$ cat config.mk
export PLATFORM = sky130hd
export DESIGN_NAME = fifo_uart_tx
export DESIGN_NICKNAME = d
export VERILOG_FILES = /design/src/rtl/fifo_uart_tx.sv
export SDC_FILE = /design/constraint.sdc
export NUM_CORES = 1
export LEC_CHECK = 0
export CAP_MARGIN = 30
export CORE_MARGIN = 5
export CORE_UTILIZATION = 48
export CTS_CLUSTER_SIZE = 14
export DETAILED_ROUTE_END_ITERATION = 16
export PLACE_DENSITY = 0.74
export SLEW_MARGIN = 10
export SYNTH_ARGS = -nofsm -noshare
export SYNTH_HDL_FRONTEND = slang
export SYNTH_SLANG_ARGS = --single-unit
$ cat constraint.sdc
create_clock -name clk -period 1.6 [get_ports clk]
set_clock_uncertainty 0.1 [all_clocks]
set_input_delay 0.4 -clock clk [delete_from_list [all_inputs] [get_ports clk]]
set_output_delay 0.4 -clock clk [all_outputs]
set_load 0.01 [all_outputs]
$ cat src/rtl/fifo_uart_tx.sv
// FIFO-draining UART transmitter: pops one byte whenever the FIFO is non-empty and enabled,
// then sends start bit, 8 data bits LSB first, optional even parity, and one stop bit.
module fifo_uart_tx #(
    parameter int CLKS_PER_BIT = 434,
    parameter bit PARITY_EN    = 1'b0
) (
    input  logic       clk,
    input  logic       reset,
    input  logic       enable,
    input  logic       fifo_empty,
    input  logic [7:0] fifo_data,
    output logic       fifo_read,
    output logic       tx,
    output logic       busy,
    output logic [7:0] frame_count
);

    localparam int BAUD_W = (CLKS_PER_BIT > 1) ? $clog2(CLKS_PER_BIT) : 1;
    localparam logic [BAUD_W-1:0] BAUD_LAST = BAUD_W'(CLKS_PER_BIT - 1);

    typedef enum logic [2:0] {
        IDLE,
        LOAD,
        START,
        DATA,
        PARITY,
        STOP
    } state_t;

    state_t            state_q, state_d;
    logic [BAUD_W-1:0] baud_q, baud_d;
    logic [2:0]        bit_idx_q, bit_idx_d;
    logic [7:0]        shreg_q, shreg_d;
    logic              parity_q, parity_d;
    logic [7:0]        frame_count_q, frame_count_d;
    logic              baud_done;

    assign baud_done = (baud_q == BAUD_LAST);

    always_comb begin
        state_d       = state_q;
        baud_d        = baud_q + 1'b1;
        bit_idx_d     = bit_idx_q;
        shreg_d       = shreg_q;
        parity_d      = parity_q;
        frame_count_d = frame_count_q;

        case (state_q)
            IDLE: begin
                baud_d = '0;
                if (enable && !fifo_empty) begin
                    state_d = LOAD;
                end
            end
            LOAD: begin
                baud_d    = '0;
                shreg_d   = fifo_data;
                parity_d  = ^fifo_data;
                bit_idx_d = '0;
                state_d   = START;
            end
            START: begin
                if (baud_done) begin
                    baud_d  = '0;
                    state_d = DATA;
                end
            end
            DATA: begin
                // The baud counter restarts for every bit, not only on state changes.
                if (baud_done) begin
                    baud_d    = '0;
                    shreg_d   = {1'b0, shreg_q[7:1]};
                    bit_idx_d = bit_idx_q + 3'd1;
                    if (bit_idx_q == 3'd7) begin
                        state_d = PARITY_EN ? PARITY : STOP;
                    end
                end
            end
            PARITY: begin
                if (baud_done) begin
                    baud_d  = '0;
                    state_d = STOP;
                end
            end
            STOP: begin
                if (baud_done) begin
                    baud_d        = '0;
                    frame_count_d = frame_count_q + 8'd1;
                    state_d       = IDLE;
                end
            end
            default: begin
                baud_d  = '0;
                state_d = IDLE;
            end
        endcase
    end

    always_ff @(posedge clk) begin
        if (!reset) begin
            state_q       <= IDLE;
            baud_q        <= '0;
            bit_idx_q     <= '0;
            shreg_q       <= '0;
            parity_q      <= 1'b0;
            frame_count_q <= '0;
        end else begin
            state_q       <= state_d;
            baud_q        <= baud_d;
            bit_idx_q     <= bit_idx_d;
            shreg_q       <= shreg_d;
            parity_q      <= parity_d;
            frame_count_q <= frame_count_d;
        end
    end

    // Outputs depend only on registered state, never directly on inputs.
    always_comb begin
        tx = 1'b1;
        case (state_q)
            START:   tx = 1'b0;
            DATA:    tx = shreg_q[0];
            PARITY:  tx = parity_q;
            default: tx = 1'b1;
        endcase
    end

    assign fifo_read   = (state_q == LOAD);
    assign busy        = (state_q != IDLE);
    assign frame_count = frame_count_q;

endmodule

==> results.cfg <==
[yosys]
yosysWarnings = 0
synth_edf_count = 0
synth_fp_nets = 199
netlist_area_sq_um = 1659
syn_inst = 181
synth.distinct_cells = 42
synth.yosys.seq_area_share_pct = 38.61
syn_area_per_cell_sq_um = 9.166
synth-main-ff-cell = dfxtp_1
ys_seq_elements = 32
synthArstFlopShare_pct = 0

[floorplanning]
dieWidth_um = 68.79
core_area_sq_um = 3337
rows = 21
start_util_pct = 49.72
io_pins = 23
dieHeight_um = 68.79
die_area_sq_um = 4732

[place]
routabilityCongestion = 0.7710
port_buffers = 22
place_area_sq_um = 2121
dp_hpwl_um = 3107

[global_routing]
grt_pass1_wl_um = 7065
grt_pass1_vias = 1669
antenna_found_initial = 0
grt.total_usage_pct = 20.27
grt_max_degree = 12
grt_overflow = 0

[critical_path]
crit_start = state_q[2]
crit_fanout = 5
r2r_slack_ns = 0.02
critPathCapture = busy
start_kind = flip-flop
path_class = reg -> out
ff2ff_path_depth = 7
rr_endpoint = frame_count[5]
end_kind = primary output
rr_startpoint = state_q[2]
crit_arrival_ns = 1.22
critical_path_required_ns = 1.10

[drt]
antenna_left = 0
drc = 0
viasPerCell = 5.589
firstDrtPassIters = 4
vias = 1576
drt_wl_total_um = 4216
routedWlPerCell_um = 14.95
drtIter0Drc = 57

[worst_hold_path]
hp-class = reg -> reg

[finish]
layout_commonest_cell = buf_4
layout_common_cells = buf_4 (32), dfxtp_1 (25), nand2_1 (15)
antennaDiodeCount = 0
n_fill_cell = 243
drive_gt1_share_pct = 33.47
syn_to_final_growth_pct = 39.52
final_area_sq_um = 2315
layout.nets = 254

[power]
p_seq_share_pct = 55.9
pwr-share-comb_pct = 14.9
switchingPower_mw = 0.3843
power_density_nw_per_um2 = 637.8
peakVddDrop_mv = 0.4696
internal_power_mw = 1.092
p_clk_share_pct = 29.2
p_leak_nw = 0.9058
power_mw = 1.476
switching_share_pct = 26.03

[clock_tree]
cts_tree = yes
root_buffer = clkbuf_4
cts_buffer_depth = 2
insertion_delay_ns = 0.35
hold_buffers = 0
path_clk_slew_ns = 0.10
h-tree-depth = 2
cts_inserted_buffers = 5
cts_sinks = 32

[sta]
timing.fmax_mhz = 580.8
setup_viol = 3
worst_pin_slew_ns = 0.3601
hold_viol = 0
fin_crit_sh_pct = 107.6
post-route-min-period_ns = 1.722
setup_ws_ns = -0.1219
slew_headroom_pct = 75.65
rsz0062_at_grt = yes
maxSlewViolCount = 0
hold_ws_ns = 0.3756

[flow_run]
drv_cap = 0

[outcome]
outcome = finished, violations left
violations = setup timing
-- cell usage after synthesis, types with 2 or more instances --
cell type	count	area [sq um]
dfxtp_1	32	640.6
nand2_1	15	56.30
nor2_1	14	52.55
xnor2_1	12	105.1
a21oi_1	11	55.05
mux2i_1	9	90.09
nand4_1	9	56.30
inv_1	7	26.28
o21ai_0	7	35.03
o221a_2	7	78.83
ha_1	6	75.07
buf_2	4	20.02
nor3_1	4	20.02
xor2_1	4	35.03
and3_1	3	18.77
clkbuf_1	3	11.26
nand2b_1	3	18.77
nand3_1	3	15.01
or3_1	3	18.77
nand4b_1	2	17.52
nor2b_1	2	12.51
-- power groups by stage --
stage                     combinational, mW  sequential (mW)  clock [mW]
after CTS                             0.207            0.827       0.442
after floorplan                       0.114            0.840           0
after detailed placement              0.207            0.844           0
final                                 0.220            0.826       0.431
after global placement                0.198            0.843           0
after global routing                  0.240            0.829       0.479
-- kinds of logic after synthesis --
| group | count (synthesis) | synth area share (%) |
|---|---|---|
| adders and majority gates | 6 | 4.525 |
| AOI/OAI and AO/OA | 34 | 14.71 |
| DFF | 32 | 38.61 |
| muxes | 9 | 5.430 |
| and+or+nand+nor | 68 | 24.13 |
| xor gates and xnor gates | 16 | 8.446 |
| buffers and inverters | 16 | 4.148 |
-- through the flow --
stage	worst slack, ns	setup TNS (ns)	utilization [%]	instances
2_1_floorplan	0.02280	0	-	181
3_3_place_gp	-0.1114	-0.4244	63.55	270
3_5_place_dp	-0.1953	-0.6764	63.55	270
4_1_cts	-0.1668	-0.4380	65.84	279
5_1_grt	-0.1680	-0.6247	69.37	282
6_report	-0.1219	-0.2392	69.37	282
-- critical path: stages, from the launching register on --
cell,delay (ns)
dfxtp_4,0.38
or3_1,0.34
buf_2,0.15
-- area by class of cell --
class / instances / area [sq um] / share of cell area [%]
Multi-Input combinational cell: 133 / 1055 / 45.57
Clock buffer: 6 / 41.29 / 1.784
Timing Repair Buffer: 57 / 475.5 / 20.54
Inverter: 7 / 26.28 / 1.135
Sequential cell: 32 / 654.4 / 28.27
Clock inverter: 1 / 5.005 / 0.2162
Tap cell: 46 / 57.56 / 2.486
-- state kept, by name, summed over array words and instances, names as in the netlist --
name / cells
bit_idx_q: 3
shreg_q: 8
frame_count: 8
parity_q: 1
baud_q: 9
state_q: 3
-- what timing repair did --
item,CTS,global route
gates resized for setup,32,21
hold endpoints to repair,0,0
buffers inserted,2,3
setup endpoints to repair,24,32
pin swaps,5,12
-- per-layer routing --
layer | part of all wire (%) | GRT usage, % | wire, um
met1 | 41 | 21.03 | 1716
met2 | 52 | 35.52 | 2173
met3 | 4.1 | 4.862 | 171
met4 | 3.7 | 14.36 | 155
met5 | 0 | 0 | 0
-- worst min path at each step --
stage | from | to | slack, ns | depth (start not counted)
2_1_floorplan | baud_q[0] | baud_q[0] | 0.32 | 1
3_3_place_gp | frame_count[7] | frame_count[7] | 0.35 | 2
3_5_place_dp | frame_count[7] | frame_count[7] | 0.37 | 2
4_1_cts | frame_count[7] | frame_count[7] | 0.38 | 2
5_1_grt | bit_idx_q[1] | bit_idx_q[1] | 0.42 | 2
6_report | frame_count[7] | frame_count[7] | 0.38 | 2
Power figures use the tool's default switching activity.
